<file path="src/rtl/mmio_arbiter_pkg.sv">
// Shared MMIO arbiter definitions: bus widths, channel FSM states, host
// select type and the round-robin pick helper.
package mmio_arbiter_pkg;

    localparam int unsigned HOST_COUNT   = 4;
    localparam int unsigned MMIO_INDEX_W = 16;
    localparam int unsigned MMIO_DATA_W  = 32;

    typedef enum logic {
        IDLE,
        BUSY
    } arb_state_t;

    typedef logic [1:0] host_sel_t;

    // First requesting host after 'last', scanning first..fourth and wrapping.
    function automatic host_sel_t rr_pick(input logic [HOST_COUNT-1:0] req,
                                          input host_sel_t last);
        host_sel_t pick;
        host_sel_t cand;
        logic      found;
        pick  = last;
        found = 1'b0;
        for (int unsigned off = 1; off <= HOST_COUNT; off++) begin
            cand = host_sel_t'(last + off);
            if (!found && req[cand]) begin
                pick  = cand;
                found = 1'b1;
            end
        end
        return pick;
    endfunction

endpackage

</file>
<file path="src/rtl/mmio_if.sv">
// MMIO bundle: independent read and write request/ack channels.
interface mmio_if;
    import mmio_arbiter_pkg::*;

    logic                    read_req;
    logic [MMIO_INDEX_W-1:0] read_index;
    logic                    read_ack;
    logic [MMIO_DATA_W-1:0]  read_data;
    logic                    write_req;
    logic [MMIO_INDEX_W-1:0] write_index;
    logic [MMIO_DATA_W-1:0]  write_data;
    logic                    write_ack;

    modport device (
        input  read_req, read_index, write_req, write_index, write_data,
        output read_ack, read_data, write_ack
    );

    modport host (
        output read_req, read_index, write_req, write_index, write_data,
        input  read_ack, read_data, write_ack
    );

endinterface

</file>
<file path="src/rtl/mmio_arbiter_channel.sv">
// One arbitration channel: IDLE/BUSY FSM with round-robin grant.
// Optional BUSY-cycle timeout under TIA_MMIO_ARBITER_TIMEOUT_EN.
module mmio_arbiter_channel
    import mmio_arbiter_pkg::*;
#(
    parameter int unsigned TIMEOUT_CYCLES = 256
) (
    input  logic                  clock,
    input  logic                  reset,
    input  logic [HOST_COUNT-1:0] host_req,
    input  logic                  dev_ack,
    output logic                  dev_req,
    output host_sel_t             grant,
    output logic [HOST_COUNT-1:0] host_ack
`ifdef TIA_MMIO_ARBITER_TIMEOUT_EN
    ,
    output logic                  timeout_error
`endif
);

    arb_state_t state, next_state;
    host_sel_t  grant_q, next_grant;
    host_sel_t  last_q, next_last;

`ifdef TIA_MMIO_ARBITER_TIMEOUT_EN
    localparam int unsigned CNT_W = $clog2(TIMEOUT_CYCLES + 1);
    localparam logic [CNT_W-1:0] CNT_LAST = CNT_W'(TIMEOUT_CYCLES - 1);

    logic [CNT_W-1:0] count_q, next_count;
    logic             err_q, next_err;
`endif

    // State, grant and last-grant registers; reset leaves fourth as last so first wins.
    always_ff @(posedge clock or posedge reset) begin
        if (reset) begin
            state   <= IDLE;
            grant_q <= '0;
            last_q  <= host_sel_t'(HOST_COUNT - 1);
`ifdef TIA_MMIO_ARBITER_TIMEOUT_EN
            count_q <= '0;
            err_q   <= 1'b0;
`endif
        end else begin
            state   <= next_state;
            grant_q <= next_grant;
            last_q  <= next_last;
`ifdef TIA_MMIO_ARBITER_TIMEOUT_EN
            count_q <= next_count;
            err_q   <= next_err;
`endif
        end
    end

    // Next-state and pass-through control; a dropped req abandons the grant.
    always_comb begin
        next_state = state;
        next_grant = grant_q;
        next_last  = last_q;
        dev_req    = 1'b0;
        host_ack   = '0;
`ifdef TIA_MMIO_ARBITER_TIMEOUT_EN
        next_count = count_q;
        next_err   = err_q;
`endif
        case (state)
            IDLE: begin
`ifdef TIA_MMIO_ARBITER_TIMEOUT_EN
                next_count = '0;
`endif
                if (|host_req) begin
                    next_grant = rr_pick(host_req, last_q);
                    next_state = BUSY;
                end
            end
            BUSY: begin
                if (!host_req[grant_q]) begin
                    next_state = IDLE;
                end else begin
                    dev_req = 1'b1;
                    if (dev_ack) begin
                        host_ack[grant_q] = 1'b1;
                        next_last         = grant_q;
                        next_state        = IDLE;
                    end
`ifdef TIA_MMIO_ARBITER_TIMEOUT_EN
                    else if (count_q == CNT_LAST) begin
                        host_ack[grant_q] = 1'b1;
                        next_last         = grant_q;
                        next_err          = 1'b1;
                        next_state        = IDLE;
                    end else begin
                        next_count = count_q + CNT_W'(1);
                    end
`endif
                end
            end
            default: next_state = IDLE;
        endcase
    end

    assign grant = grant_q;

`ifdef TIA_MMIO_ARBITER_TIMEOUT_EN
    assign timeout_error = err_q;
`endif

endmodule

</file>
<file path="src/rtl/four_way_mmio_arbiter.sv">
// Four-host MMIO arbiter onto one shared device; reads and writes are
// arbitrated independently. Optional ack timeout under TIA_MMIO_ARBITER_TIMEOUT_EN.
module four_way_mmio_arbiter
    import mmio_arbiter_pkg::*;
#(
    parameter int unsigned TIMEOUT_CYCLES = 256
) (
    input  logic   clock,
    input  logic   reset,
    mmio_if.device first_host_interface,
    mmio_if.device second_host_interface,
    mmio_if.device third_host_interface,
    mmio_if.device fourth_host_interface,
    mmio_if.host   device_interface
`ifdef TIA_MMIO_ARBITER_TIMEOUT_EN
    ,
    output logic   timeout_error
`endif
);

    logic [HOST_COUNT-1:0]   rd_req, wr_req, rd_ack, wr_ack;
    logic [MMIO_INDEX_W-1:0] rd_index [HOST_COUNT];
    logic [MMIO_INDEX_W-1:0] wr_index [HOST_COUNT];
    logic [MMIO_DATA_W-1:0]  wr_data  [HOST_COUNT];
    logic [MMIO_DATA_W-1:0]  rd_ret;
    host_sel_t               rd_grant, wr_grant;
    logic                    rd_dev_req, wr_dev_req;

    assign rd_req = {fourth_host_interface.read_req,  third_host_interface.read_req,
                     second_host_interface.read_req,  first_host_interface.read_req};
    assign wr_req = {fourth_host_interface.write_req, third_host_interface.write_req,
                     second_host_interface.write_req, first_host_interface.write_req};

    assign rd_index[0] = first_host_interface.read_index;
    assign rd_index[1] = second_host_interface.read_index;
    assign rd_index[2] = third_host_interface.read_index;
    assign rd_index[3] = fourth_host_interface.read_index;
    assign wr_index[0] = first_host_interface.write_index;
    assign wr_index[1] = second_host_interface.write_index;
    assign wr_index[2] = third_host_interface.write_index;
    assign wr_index[3] = fourth_host_interface.write_index;
    assign wr_data[0]  = first_host_interface.write_data;
    assign wr_data[1]  = second_host_interface.write_data;
    assign wr_data[2]  = third_host_interface.write_data;
    assign wr_data[3]  = fourth_host_interface.write_data;

`ifdef TIA_MMIO_ARBITER_TIMEOUT_EN
    logic rd_timeout, wr_timeout;
    assign timeout_error = rd_timeout | wr_timeout;
`endif

    mmio_arbiter_channel #(.TIMEOUT_CYCLES(TIMEOUT_CYCLES)) u_read_channel (
        .clock         (clock),
        .reset         (reset),
        .host_req      (rd_req),
        .dev_ack       (device_interface.read_ack),
        .dev_req       (rd_dev_req),
        .grant         (rd_grant),
        .host_ack      (rd_ack)
`ifdef TIA_MMIO_ARBITER_TIMEOUT_EN
        ,
        .timeout_error (rd_timeout)
`endif
    );

    mmio_arbiter_channel #(.TIMEOUT_CYCLES(TIMEOUT_CYCLES)) u_write_channel (
        .clock         (clock),
        .reset         (reset),
        .host_req      (wr_req),
        .dev_ack       (device_interface.write_ack),
        .dev_req       (wr_dev_req),
        .grant         (wr_grant),
        .host_ack      (wr_ack)
`ifdef TIA_MMIO_ARBITER_TIMEOUT_EN
        ,
        .timeout_error (wr_timeout)
`endif
    );

    assign device_interface.read_req    = rd_dev_req;
    assign device_interface.read_index  = rd_dev_req ? rd_index[rd_grant] : '0;
    assign device_interface.write_req   = wr_dev_req;
    assign device_interface.write_index = wr_dev_req ? wr_index[wr_grant] : '0;
    assign device_interface.write_data  = wr_dev_req ? wr_data[wr_grant] : '0;

    // Read data only rides a real device ack, so a timeout ack returns zero.
    assign rd_ret = device_interface.read_ack ? device_interface.read_data : '0;

    assign first_host_interface.read_ack   = rd_ack[0];
    assign second_host_interface.read_ack  = rd_ack[1];
    assign third_host_interface.read_ack   = rd_ack[2];
    assign fourth_host_interface.read_ack  = rd_ack[3];
    assign first_host_interface.read_data  = rd_ack[0] ? rd_ret : '0;
    assign second_host_interface.read_data = rd_ack[1] ? rd_ret : '0;
    assign third_host_interface.read_data  = rd_ack[2] ? rd_ret : '0;
    assign fourth_host_interface.read_data = rd_ack[3] ? rd_ret : '0;
    assign first_host_interface.write_ack  = wr_ack[0];
    assign second_host_interface.write_ack = wr_ack[1];
    assign third_host_interface.write_ack  = wr_ack[2];
    assign fourth_host_interface.write_ack = wr_ack[3];

endmodule
</file>
<file path="src/flat_wrapper.sv">
// flat-port wrapper written by rule: the top's interface ports become plain ports
module four_way_mmio_arbiter_flat import mmio_arbiter_pkg::*;
#(
    parameter int unsigned TIMEOUT_CYCLES = 256
)
  (clock, reset, first_host_interface_read_req, first_host_interface_read_index, first_host_interface_write_req, first_host_interface_write_index, first_host_interface_write_data, first_host_interface_read_ack, first_host_interface_read_data, first_host_interface_write_ack, second_host_interface_read_req, second_host_interface_read_index, second_host_interface_write_req, second_host_interface_write_index, second_host_interface_write_data, second_host_interface_read_ack, second_host_interface_read_data, second_host_interface_write_ack, third_host_interface_read_req, third_host_interface_read_index, third_host_interface_write_req, third_host_interface_write_index, third_host_interface_write_data, third_host_interface_read_ack, third_host_interface_read_data, third_host_interface_write_ack, fourth_host_interface_read_req, fourth_host_interface_read_index, fourth_host_interface_write_req, fourth_host_interface_write_index, fourth_host_interface_write_data, fourth_host_interface_read_ack, fourth_host_interface_read_data, fourth_host_interface_write_ack, device_interface_read_req, device_interface_read_index, device_interface_write_req, device_interface_write_index, device_interface_write_data, device_interface_read_ack, device_interface_read_data, device_interface_write_ack);
  mmio_if first_host_interface_i ();
  mmio_if second_host_interface_i ();
  mmio_if third_host_interface_i ();
  mmio_if fourth_host_interface_i ();
  mmio_if device_interface_i ();
  input  logic clock;
  input  logic reset;
  input wire logic [$bits(first_host_interface_i.read_req)-1:0] first_host_interface_read_req;
  input wire logic [$bits(first_host_interface_i.read_index)-1:0] first_host_interface_read_index;
  input wire logic [$bits(first_host_interface_i.write_req)-1:0] first_host_interface_write_req;
  input wire logic [$bits(first_host_interface_i.write_index)-1:0] first_host_interface_write_index;
  input wire logic [$bits(first_host_interface_i.write_data)-1:0] first_host_interface_write_data;
  output wire logic [$bits(first_host_interface_i.read_ack)-1:0] first_host_interface_read_ack;
  output wire logic [$bits(first_host_interface_i.read_data)-1:0] first_host_interface_read_data;
  output wire logic [$bits(first_host_interface_i.write_ack)-1:0] first_host_interface_write_ack;
  input wire logic [$bits(second_host_interface_i.read_req)-1:0] second_host_interface_read_req;
  input wire logic [$bits(second_host_interface_i.read_index)-1:0] second_host_interface_read_index;
  input wire logic [$bits(second_host_interface_i.write_req)-1:0] second_host_interface_write_req;
  input wire logic [$bits(second_host_interface_i.write_index)-1:0] second_host_interface_write_index;
  input wire logic [$bits(second_host_interface_i.write_data)-1:0] second_host_interface_write_data;
  output wire logic [$bits(second_host_interface_i.read_ack)-1:0] second_host_interface_read_ack;
  output wire logic [$bits(second_host_interface_i.read_data)-1:0] second_host_interface_read_data;
  output wire logic [$bits(second_host_interface_i.write_ack)-1:0] second_host_interface_write_ack;
  input wire logic [$bits(third_host_interface_i.read_req)-1:0] third_host_interface_read_req;
  input wire logic [$bits(third_host_interface_i.read_index)-1:0] third_host_interface_read_index;
  input wire logic [$bits(third_host_interface_i.write_req)-1:0] third_host_interface_write_req;
  input wire logic [$bits(third_host_interface_i.write_index)-1:0] third_host_interface_write_index;
  input wire logic [$bits(third_host_interface_i.write_data)-1:0] third_host_interface_write_data;
  output wire logic [$bits(third_host_interface_i.read_ack)-1:0] third_host_interface_read_ack;
  output wire logic [$bits(third_host_interface_i.read_data)-1:0] third_host_interface_read_data;
  output wire logic [$bits(third_host_interface_i.write_ack)-1:0] third_host_interface_write_ack;
  input wire logic [$bits(fourth_host_interface_i.read_req)-1:0] fourth_host_interface_read_req;
  input wire logic [$bits(fourth_host_interface_i.read_index)-1:0] fourth_host_interface_read_index;
  input wire logic [$bits(fourth_host_interface_i.write_req)-1:0] fourth_host_interface_write_req;
  input wire logic [$bits(fourth_host_interface_i.write_index)-1:0] fourth_host_interface_write_index;
  input wire logic [$bits(fourth_host_interface_i.write_data)-1:0] fourth_host_interface_write_data;
  output wire logic [$bits(fourth_host_interface_i.read_ack)-1:0] fourth_host_interface_read_ack;
  output wire logic [$bits(fourth_host_interface_i.read_data)-1:0] fourth_host_interface_read_data;
  output wire logic [$bits(fourth_host_interface_i.write_ack)-1:0] fourth_host_interface_write_ack;
  output wire logic [$bits(device_interface_i.read_req)-1:0] device_interface_read_req;
  output wire logic [$bits(device_interface_i.read_index)-1:0] device_interface_read_index;
  output wire logic [$bits(device_interface_i.write_req)-1:0] device_interface_write_req;
  output wire logic [$bits(device_interface_i.write_index)-1:0] device_interface_write_index;
  output wire logic [$bits(device_interface_i.write_data)-1:0] device_interface_write_data;
  input wire logic [$bits(device_interface_i.read_ack)-1:0] device_interface_read_ack;
  input wire logic [$bits(device_interface_i.read_data)-1:0] device_interface_read_data;
  input wire logic [$bits(device_interface_i.write_ack)-1:0] device_interface_write_ack;
  assign first_host_interface_i.read_req = first_host_interface_read_req;
  assign first_host_interface_i.read_index = first_host_interface_read_index;
  assign first_host_interface_i.write_req = first_host_interface_write_req;
  assign first_host_interface_i.write_index = first_host_interface_write_index;
  assign first_host_interface_i.write_data = first_host_interface_write_data;
  assign first_host_interface_read_ack = first_host_interface_i.read_ack;
  assign first_host_interface_read_data = first_host_interface_i.read_data;
  assign first_host_interface_write_ack = first_host_interface_i.write_ack;
  assign second_host_interface_i.read_req = second_host_interface_read_req;
  assign second_host_interface_i.read_index = second_host_interface_read_index;
  assign second_host_interface_i.write_req = second_host_interface_write_req;
  assign second_host_interface_i.write_index = second_host_interface_write_index;
  assign second_host_interface_i.write_data = second_host_interface_write_data;
  assign second_host_interface_read_ack = second_host_interface_i.read_ack;
  assign second_host_interface_read_data = second_host_interface_i.read_data;
  assign second_host_interface_write_ack = second_host_interface_i.write_ack;
  assign third_host_interface_i.read_req = third_host_interface_read_req;
  assign third_host_interface_i.read_index = third_host_interface_read_index;
  assign third_host_interface_i.write_req = third_host_interface_write_req;
  assign third_host_interface_i.write_index = third_host_interface_write_index;
  assign third_host_interface_i.write_data = third_host_interface_write_data;
  assign third_host_interface_read_ack = third_host_interface_i.read_ack;
  assign third_host_interface_read_data = third_host_interface_i.read_data;
  assign third_host_interface_write_ack = third_host_interface_i.write_ack;
  assign fourth_host_interface_i.read_req = fourth_host_interface_read_req;
  assign fourth_host_interface_i.read_index = fourth_host_interface_read_index;
  assign fourth_host_interface_i.write_req = fourth_host_interface_write_req;
  assign fourth_host_interface_i.write_index = fourth_host_interface_write_index;
  assign fourth_host_interface_i.write_data = fourth_host_interface_write_data;
  assign fourth_host_interface_read_ack = fourth_host_interface_i.read_ack;
  assign fourth_host_interface_read_data = fourth_host_interface_i.read_data;
  assign fourth_host_interface_write_ack = fourth_host_interface_i.write_ack;
  assign device_interface_read_req = device_interface_i.read_req;
  assign device_interface_read_index = device_interface_i.read_index;
  assign device_interface_write_req = device_interface_i.write_req;
  assign device_interface_write_index = device_interface_i.write_index;
  assign device_interface_write_data = device_interface_i.write_data;
  assign device_interface_i.read_ack = device_interface_read_ack;
  assign device_interface_i.read_data = device_interface_read_data;
  assign device_interface_i.write_ack = device_interface_write_ack;
  four_way_mmio_arbiter #(.TIMEOUT_CYCLES(TIMEOUT_CYCLES)) u_core (.clock(clock), .reset(reset), .first_host_interface(first_host_interface_i), .second_host_interface(second_host_interface_i), .third_host_interface(third_host_interface_i), .fourth_host_interface(fourth_host_interface_i), .device_interface(device_interface_i));
endmodule
</file>
<file path="config.mk">
export PLATFORM = sky130hd
export DESIGN_NAME = four_way_mmio_arbiter_flat
export DESIGN_NICKNAME = d
export VERILOG_FILES = /design/src/rtl/mmio_arbiter_pkg.sv /design/src/rtl/mmio_if.sv /design/src/rtl/mmio_arbiter_channel.sv /design/src/rtl/four_way_mmio_arbiter.sv /design/src/flat_wrapper.sv
export SDC_FILE = /design/constraint.sdc
export NUM_CORES = 1
export LEC_CHECK = 0
export BUFFER_PORTS_ARGS = -buffer_cell sky130_fd_sc_hd__buf_2
export CAP_MARGIN = 10
export CORE_AREA = 2 2 197 199
export CTS_BUF_LIST = sky130_fd_sc_hd__clkbuf_8
export DETAILED_ROUTE_END_ITERATION = 10
export DIE_AREA = 0 0 199 201
export PLACE_DENSITY_LB_ADDON = 0.1
export SYNTH_ARGS = -nofsm -noshare
export SYNTH_HDL_FRONTEND = slang
export SYNTH_SLANG_ARGS = --single-unit
</file>
<file path="constraint.sdc">
create_clock -name clock -period 2.7 [get_ports clock]
set_clock_uncertainty 0.2 [all_clocks]
set_input_delay 0.81 -clock clock [delete_from_list [all_inputs] [get_ports clock]]
set_output_delay 0.81 -clock clock [all_outputs]
set_load 0.02 [all_outputs]
</file>
==> results.sh, run 1 <==
export IMPL_final_max_slew_viol_count=0
export IMPL_yosysWarningCount=0
export IMPL_h_tree_depth=1
export IMPL_drc=0
export IMPL_io_buffer_count=501
export IMPL_startpoint_type="input pin"
export IMPL_drt_initial_drc_count=133
export IMPL_layout_min_cycle_time_ns=3.033
export IMPL_clk_pin_slew_ns=0.05
export IMPL_final_nets=1258
export IMPL_clockBufferDepth=2
export IMPL_root_buffer="clkbuf_8"
export IMPL_crit_path_max_incr_delay_ns=0.53
export IMPL_final_layout_size_suffix_gt1_share_pct=93.94
export IMPL_final_seq_area_um2=264.0
export IMPL_setup_viol=154
export IMPL_fin_crit_sh_pct=112.3
export IMPL_dp_hpwl_um=22030
export IMPL_yosys_top_cells_count="nor2_1 (138), mux4_2 (66), and3_1 (65)"
export IMPL_crit_family="multiplexers"
export IMPL_grt_max_degree=50
export IMPL_cts_hold_buf=0
export IMPL_crit_type="in -> out"
export IMPL_vias=5774
export IMPL_core_um2=38110
export IMPL_synth_main_ff_cell="dfrtp_1"
export IMPL_gp_congestion=0.7829
export IMPL_violations="setup timing"
export IMPL_area_growth_pct=213.4
export IMPL_yosysMostFrequentCell="nor2_1"
export IMPL_synth_area_um2=3371
export IMPL_grt_pass1_vias=6316
export IMPL_outcome="complete, but fails checks"
export IMPL_clock_sinks=10
export IMPL_ant_nets=0
export IMPL_grt_first_pass_wirelength_um=40660
export IMPL_synth_edff_count=0
export IMPL_num_rows=72
export IMPL_crit_required_ns=1.69
export IMPL_start_util_pct=8.846
export IMPL_ys_ff_latch=10
export IMPL_dpl_instance_area_um2=7418
export IMPL_hold_slack_ns=0.3657
export IMPL_synth_fp_nets=715
export IMPL_crit_buf_inv=3
export IMPL_dieArea_um2=40000
export IMPL_cts_tree="yes"
export IMPL_vdd_ir_drop_worst_v=0.0002738
export IMPL_avgRoutedWirePerCell_um=19.62
export IMPL_syn_inst=415
export IMPL_synthTopCellsByArea="mux4_2 (44%), nor2_1 (15%), and3_1 (12%)"
export IMPL_fmax_mhz=329.7
export IMPL_rsz0062_at_grt="yes"
export IMPL_multiInputGateArea_um2=4629
export IMPL_cpMaxStageDelayCell="mux4_2"
export IMPL_vias_per_cell=3.909
export IMPL_cap_violations=0
export IMPL_leakagePower_uw=0.004340
export IMPL_cp_data_arrival_time_ns=2.02
export IMPL_clock_latency_ns=0.23
export IMPL_ioPinCount=502
export IMPL_yosysTopAreaCellShare_pct=44.10
export IMPL_seq_area_frac_synth_pct=7.572
export IMPL_synth_avg_cell_area_um2=8.122
export IMPL_worst_pin_slew_ns=0.4291
export IMPL_antenna_found_initial=7
export IMPL_die_x_um=199
export IMPL_end_kind="output pin"
export IMPL_wl_um=28990
export IMPL_synth_top_cell_by_area="mux4_2"
export IMPL_numCtsBuffers=3
export IMPL_die_y_um=201
export IMPL_cp_max_fo=49
export IMPL_power_density_nw_per_um2=764.9
export IMPL_yosysUniqueCellTypes=32
export IMPL_gr_total_overflow=0
export IMPL_drtPass1Iterations=6
export IMPL_crit_chain="buf_6 -> mux4_2 -> buf_12 -> and3_4 -> buf_4"
export IMPL_fin_ws_ns=-0.3329
export IMPL_grtUsageTotal_pct=13.62
export IMPL_hold_class="in -> async"
export IMPL_final_area_um2=10560
export IMPL_finalHoldViolations=0
export IMPL_async_reset_ff_share_pct=100.0
export IMPL_slew_limit_headroom_pct=71.36
export IMPL_fillers=4036
## per-layer routing
metal	track usage, %	wire length [um]	up-vias	part of all wire (%)
li1	-	-	2625	-
met1	14.45	10250	2762	35
met2	26.52	15290	344	53
met3	4.015	2781	37	9.6
met4	2.106	625	6	2.2
met5	0	36	-	0.12
## placed cells by master (no fill, tap or decap), drive strengths merged, types with 3 or more instances in the layout
cell type,count
and3,65
buf,584
clkbuf,4
dfrtp,6
dfstp,4
inv,7
mux2,7
mux4,66
nand2,37
nand2b,4
nand3,3
nand3b,3
nor2,138
nor2b,5
o21ai,6
## metrics by stage
| step | total power [uW] | TNS, ns | worst slack (ns) | cells | util (%) |
|---|---|---|---|---|---|
| 5_1_grt | 8579 | -30.32 | -0.3566 | 1476 | 27.71 |
| 4_1_cts | 7826 | -27.04 | -0.3239 | 1473 | 25.83 |
| 6_report | 8080 | -25.75 | -0.3329 | 1477 | 27.72 |
| 3_5_place_dp | 6013 | -39.74 | -0.3396 | 1433 | 19.47 |
| 3_3_place_gp | 6050 | -40.34 | -0.3211 | 1433 | 19.47 |
| 2_1_floorplan | 4172 | -18.85 | -0.1768 | 415 | - |
## registers in the layout (all words and copies together) (netlist names)
register	flops
u_core.u_read_channel.last_q	2
u_core.u_write_channel.grant	2
u_core.u_read_channel.grant	2
u_core.u_write_channel.state	1
u_core.u_read_channel.state	1
u_core.u_write_channel.last_q	2
## area by class of cell
type	count	area share, %
diodes	2	0.04738
clock buffers	3	0.3909
clock inverters	1	0.03554
well taps	518	6.136
inverters	6	0.2132
flip-flops and latches	10	2.499
repair buffers	585	46.85
multi-input cells	352	43.83
## final timing paths
path,startpoint,slack (ns),end,cells after the start
worst max-delay path,fourth_host_interface_write_req,-0.33,device_interface_write_index[15],5
worst min-delay path,reset,0.37,u_core.u_write_channel.grant[0]$_DFFE_PP0P_,2
worst max register to register,u_core.u_write_channel.grant[0]$_DFFE_PP0P_,0.65,u_core.u_write_channel.last_q[1]$_DFFE_PP1P_,5
worst min register to register,u_core.u_write_channel.last_q[1]$_DFFE_PP1P_,0.38,u_core.u_write_channel.grant[0]$_DFFE_PP0P_,2
max in group asynchronous,reset,1.60,u_core.u_write_channel.grant[0]$_DFFE_PP0P_,2
min in group clock,u_core.u_write_channel.last_q[1]$_DFFE_PP1P_,0.38,u_core.u_write_channel.grant[0]$_DFFE_PP0P_,2
## power by group
part / leakage (uW) / switching, uW / internal, uW
clock network: 0.0000269 / 58.7 / 99.6
logic: 0.00421 / 3660 / 3820
registers: 0.000107 / 175 / 264
total: 0.00434 / 3900 / 4180
## cells by family after synthesis
family | share of synthesized area (%)
and+or+nand+nor | 35.86
muxes | 46.44
buffers and inverters | 6.904
AOI/OAI and AO/OA | 3.230
DFF | 7.572
## what timing repair did
action,CTS,global route
pin swaps,101,32
cloned,15,1
setup endpoints to repair,199,200
buffers inserted,23,9
gates resized for setup,494,195
No activity file was read; power rests on OpenSTA's default activity.
==> run 2: changes to the inputs <==
Settings changed: CELL_PAD_IN_SITES_DETAIL_PLACEMENT set to 0, CELL_PAD_IN_SITES_GLOBAL_PLACEMENT set to 1, CORE_AREA 2 2 197 199 to 2 2 193 195, DIE_AREA 0 0 199 201 to 0 0 195 197.
==> results.sh, run 2 (synthesized netlist as in run 1, its figures left out) <==
export IMPL_gp_congestion=0.8173
export IMPL_die_x_um=195
export IMPL_startpoint_type="input pin"
export IMPL_hold_class="in -> async"
export IMPL_fin_ws_ns=-0.3086
export IMPL_vdd_ir_drop_worst_v=0.0002965
export IMPL_antenna_found_initial=15
export IMPL_crit_path_max_incr_delay_ns=0.51
export IMPL_final_common_cell="buf_2"
export IMPL_cts_tree="yes"
export IMPL_num_rows=70
export IMPL_crit_required_ns=1.69
export IMPL_final_layout_size_suffix_gt1_share_pct=93.95
export IMPL_finalHoldViolations=0
export IMPL_end_kind="output pin"
export IMPL_slew_limit_headroom_pct=69.64
export IMPL_grtUsageTotal_pct=14.00
export IMPL_leakagePower_uw=0.004363
export IMPL_clk_pin_slew_ns=0.05
export IMPL_ioPinCount=502
export IMPL_crit_chain="buf_6 -> mux4_2 -> buf_12 -> and3_4 -> buf_4"
export IMPL_setup_viol=186
export IMPL_core_um2=36260
export IMPL_worst_pin_slew_ns=0.4549
export IMPL_final_max_slew_viol_count=0
export IMPL_io_buffer_count=501
export IMPL_rsz0062_at_grt="yes"
export IMPL_vias_per_cell=3.990
export IMPL_cpMaxStageDelayCell="mux4_2"
export IMPL_tns_ns=-26.79
export IMPL_layout_common_cells="buf_2 (302), buf_6 (149), nor2_4 (108)"
export IMPL_dieArea_um2=38420
export IMPL_ant_nets=0
export IMPL_fin_cells=1433
export IMPL_crit_family="multiplexers"
export IMPL_gr_total_overflow=0
export IMPL_clockBufferDepth=2
export IMPL_drt_initial_drc_count=105
export IMPL_h_tree_depth=1
export IMPL_fin_crit_sh_pct=111.4
export IMPL_post_place_cells=1377
export IMPL_vias=5718
export IMPL_cp_data_arrival_time_ns=2.00
export IMPL_dp_hpwl_um=23770
export IMPL_cap_violations=0
export IMPL_outcome="complete, but fails checks"
export IMPL_power_density_nw_per_um2=789.6
export IMPL_final_nets=1259
export IMPL_drc=0
export IMPL_drtPass1Iterations=4
export IMPL_crit_buf_inv=3
export IMPL_wl_um=31050
export IMPL_clock_sinks=10
export IMPL_grt_first_pass_wirelength_um=39740
export IMPL_start_util_pct=9.296
export IMPL_grt_pass1_vias=5713
export IMPL_cp_max_fo=48
export IMPL_avgRoutedWirePerCell_um=21.67
export IMPL_clock_latency_ns=0.23
export IMPL_fillers=3926
export IMPL_cts_hold_buf=0
export IMPL_area_growth_pct=198.0
export IMPL_crit_type="in -> out"
export IMPL_die_y_um=197
export IMPL_layout_min_cycle_time_ns=3.009
export IMPL_numCtsBuffers=3
export IMPL_fmax_mhz=332.4
export IMPL_grt_max_degree=50
export IMPL_root_buffer="clkbuf_8"
export IMPL_violations="setup timing"
[run 2: cell types whose count changed in the layout (fill, tap and decap cells not counted), moves of 8 or more]
cell and delta:
nand2_2 +11, buf_4 +24, nand2_8 -22, nand2_4 +14, buf_16 -12, nor2_4 -14
clkbuf_16 +8, nor2_2 +12, buf_6 -22
[run 2: layout make-up]
class,count,area (um^2),share of cell area [%]
Antenna cell,7,17.52,0.1744
Clock buffer,3,41.29,0.4110
Clock inverter,1,3.754,0.03736
Inverter,6,22.52,0.2242
Multi-Input combinational cell,352,4319,42.99
Sequential cell,10,262.8,2.616
Tap cell,468,585.6,5.829
Timing Repair Buffer,586,4793,47.71
[run 2: power by group]
group	internal (uW)	switching, uW	total, uW
Sequential	262	171	434
Clock	99.5	58.0	157
Combinational	3760	3580	7340
[run 2: timing repair]
action | 4_1_cts | 5_1_grt
pin swaps | 50 | 27
gates resized for setup | 258 | 358
setup endpoints to repair | 199 | 200
buffers inserted | 16 | 18
cloned | 8 | 11
[run 2: worst paths after layout]
check / slack (ns) / depth (start not counted) / startpoint / end
worst max-delay path: -0.31 / 5 / fourth_host_interface_write_req / device_interface_write_data[13]
worst min-delay path: 0.37 / 2 / reset / u_core.u_write_channel.grant[0]$_DFFE_PP0P_
worst max register to register: 0.43 / 7 / u_core.u_write_channel.grant[0]$_DFFE_PP0P_ / u_core.u_write_channel.last_q[0]$_DFFE_PP1P_
worst min register to register: 0.38 / 2 / u_core.u_write_channel.last_q[1]$_DFFE_PP1P_ / u_core.u_write_channel.grant[0]$_DFFE_PP0P_
max in group asynchronous: 1.58 / 2 / reset / u_core.u_write_channel.grant[0]$_DFFE_PP0P_
min in group clock: 0.38 / 2 / u_core.u_write_channel.last_q[1]$_DFFE_PP1P_ / u_core.u_write_channel.grant[0]$_DFFE_PP0P_
[run 2: routing by layer]
layer,vias to the layer above,track usage (%),part of all wire (%)
li1,2623,-,-
met3,28,3.439,6.4
met4,8,2.573,1.0
met1,2811,14.45,36
met5,-,0,0.22
met2,248,28.39,56
[run 2: through the flow]
step	setup WS, ns	total power (uW)	utilization [%]	instance area [um^2]	hold WS, ns
5_1_grt	-0.3348	8408	27.70	10040	0.3954
4_1_cts	-0.3064	7210	23.62	8563	0.3864
2_1_floorplan	-0.1768	4172	-	4025	0.3343
3_5_place_dp	-0.3566	5997	20.16	7311	0.3801
6_report	-0.3086	7933	27.71	10050	0.3727
3_3_place_gp	-0.3392	6066	20.16	7311	0.3750
==> run 3: changes to the inputs <==
Settings changed: CELL_PAD_IN_SITES_DETAIL_PLACEMENT 0 to 2, CELL_PAD_IN_SITES_GLOBAL_PLACEMENT 1 to 2, CORE_AREA 2 2 193 195 to 2 2 196 198, DIE_AREA 0 0 195 197 to 0 0 198 200.
==> results.sh, run 3 (synthesized netlist as in run 1, its figures left out) <==
export IMPL_dp_hpwl_um=26650
export IMPL_wl_met1_um=11760
export IMPL_gr_total_overflow=0
export IMPL_final_max_slew_viol_count=0
export IMPL_pwr_share_clk_pct=2.0
export IMPL_crit_type="in -> out"
export IMPL_gp_congestion=0.7906
export IMPL_root_buffer="clkbuf_8"
export IMPL_ioPinCount=502
export IMPL_end_kind="output pin"
export IMPL_timing_rr_start="u_core.u_write_channel.grant[0]$_DFFE_PP0P_"
export IMPL_dr_wl_met2_um=18930
export IMPL_seq_power_share_pct=5.3
export IMPL_core_um2=37400
export IMPL_crit_chain="buf_6 -> mux4_2 -> buf_6 -> clkbuf_16 -> and3_4 -> buf_4"
export IMPL_antenna_found_initial=15
export IMPL_fmax_mhz=325.8
export IMPL_rsz0062_at_grt="yes"
export IMPL_cp_max_fo=12
export IMPL_final_layout_size_suffix_gt1_share_pct=94.36
export IMPL_dpl_instance_area_um2=7342
export IMPL_power_density_nw_per_um2=779.8
export IMPL_vias=5782
export IMPL_grt_pass1_vias=6221
export IMPL_setup_viol=148
export IMPL_slew_limit_headroom_pct=69.26
export IMPL_final_area_um2=10300
export IMPL_crit_buf_inv=4
export IMPL_vias_per_cell=3.907
export IMPL_fin_ws_ns=-0.3690
export IMPL_layout_common_cells="buf_2 (304), buf_6 (154), nor2_4 (107)"
export IMPL_post_place_cells=1422
export IMPL_crit_family="buffers and inverters"
export IMPL_final_core_util_pct=27.54
export IMPL_final_nets=1258
export IMPL_area_growth_pct=205.6
export IMPL_grt_first_pass_wirelength_um=43830
export IMPL_clock_latency_ns=0.23
export IMPL_startpoint_type="input pin"
export IMPL_grtUsageTotal_pct=15.00
export IMPL_p_sw_share_pct=49.16
export IMPL_layout_min_cycle_time_ns=3.069
export IMPL_numCtsBuffers=3
export IMPL_hold_class="in -> async"
export IMPL_dieArea_um2=39600
export IMPL_avgRoutedWirePerCell_um=23.11
export IMPL_violations="setup timing"
export IMPL_fin_crit_sh_pct=113.7
export IMPL_leakagePower_uw=0.004315
export IMPL_clk_pin_slew_ns=0.05
export IMPL_ant_nets=0
export IMPL_die_x_um=198
export IMPL_cpMaxStageDelayCell="mux4_2"
export IMPL_clock_sinks=10
export IMPL_start_util_pct=9.013
export IMPL_outcome="complete, but fails checks"
export IMPL_io_buffer_count=501
export IMPL_h_tree_depth=1
export IMPL_num_rows=71
export IMPL_clockBufferDepth=2
export IMPL_drc=0
export IMPL_vdd_ir_drop_worst_v=0.0002745
export IMPL_met3_length_um=2782
export IMPL_cap_violations=0
export IMPL_switching_power_uw=3949
export IMPL_cts_tree="yes"
export IMPL_drtPass1Iterations=4
export IMPL_grt_max_degree=50
export IMPL_crit_required_ns=1.69
export IMPL_cts_hold_buf=0
export IMPL_cpMostUsedCell="buf_6"
export IMPL_p_int_uw=4084
export IMPL_hold_slack_ns=0.3771
export IMPL_fin_cells=1480
export IMPL_final_common_cell="buf_2"
export IMPL_cp_data_arrival_time_ns=2.06
export IMPL_wl_um=34200
export IMPL_crit_start="fourth_host_interface_write_req"
export IMPL_finalHoldViolations=0
export IMPL_crit_path_max_incr_delay_ns=0.49
export IMPL_top_layer="met5"
export IMPL_die_y_um=200
export IMPL_worst_pin_slew_ns=0.4605
export IMPL_drt_initial_drc_count=95
export IMPL_p_comb_share_pct=92.7
## run 3: cell count changes in the layout (fill, tap and decap cells not counted), sizes merged
cell / previous run / this run
buf: 576 / 575
bufbuf: 1 / 0
clkbuf: 12 / 13
diode: 7 / 12
## run 3: final cells by class
cell class,instances,area [um^2]
tap,511,639.4
antenna,12,30.03
timing repair buffer,585,4752
inverter,6,22.52
multi-input combinational,352,4549
clock inverter,1,3.754
sequential,10,262.8
fill,4165,27100
clock buffer,3,41.29
## run 3: power by group through the flow
stage               Clock [uW]  Sequential, uW  Combinational [uW]
floorplan                    0             313                3860
global placement             0             431                5600
detailed placement           0             437                5610
CTS                        168             434                6510
global route               180             457                7890
finish                     158             428                7450
## run 3: worst paths after layout
path                                                           endpoint  slack, ns  cells past startpoint
setup / recovery                        device_interface_write_data[29]      -0.37                      6
hold / removal              u_core.u_write_channel.grant[0]$_DFFE_PP0P_       0.38                      2
setup reg to reg           u_core.u_write_channel.last_q[1]$_DFFE_PP1P_       0.60                      5
hold reg to reg                  u_core.u_write_channel.state$_DFF_PP0_       0.38                      1
max in group asynchronous   u_core.u_write_channel.grant[0]$_DFFE_PP0P_       1.57                      2
min in group clock               u_core.u_write_channel.state$_DFF_PP0_       0.38                      1
## run 3: timing repair
| action | in CTS | in global routing |
|---|---|---|
| pin swaps | 52 | 32 |
| gates cloned | 5 | 14 |
| hold endpoints to repair | 0 | 0 |
| resized for setup | 314 | 339 |
| setup endpoints to repair | 200 | 201 |
| buffers inserted | 11 | 23 |
## run 3: routing by layer
layer  up-vias  GRT usage [%]
met3        34          4.368
met2       276          29.33
met4         4          4.957
li1       2634              -
met1      2834          15.16
met5         -              0
## run 3: worst reg2reg max path, stage by stage (launching register included)
cell and delay (ns):
dfrtp_4 0.52, mux4_2 0.56, buf_4 0.18, nand3_4 0.12, buf_4 0.13, mux2_2 0.32
## run 3: through the flow
step                      total power (uW)  TNS, ns  setup WS [ns]
after floorplan                       4172   -18.85        -0.1768
final                                 8033   -26.93        -0.3690
after global placement                6034   -34.33        -0.3360
after detailed placement              6046   -34.45        -0.3682
after CTS                             7117   -27.84        -0.3485
after global routing                  8526   -32.78        -0.3862
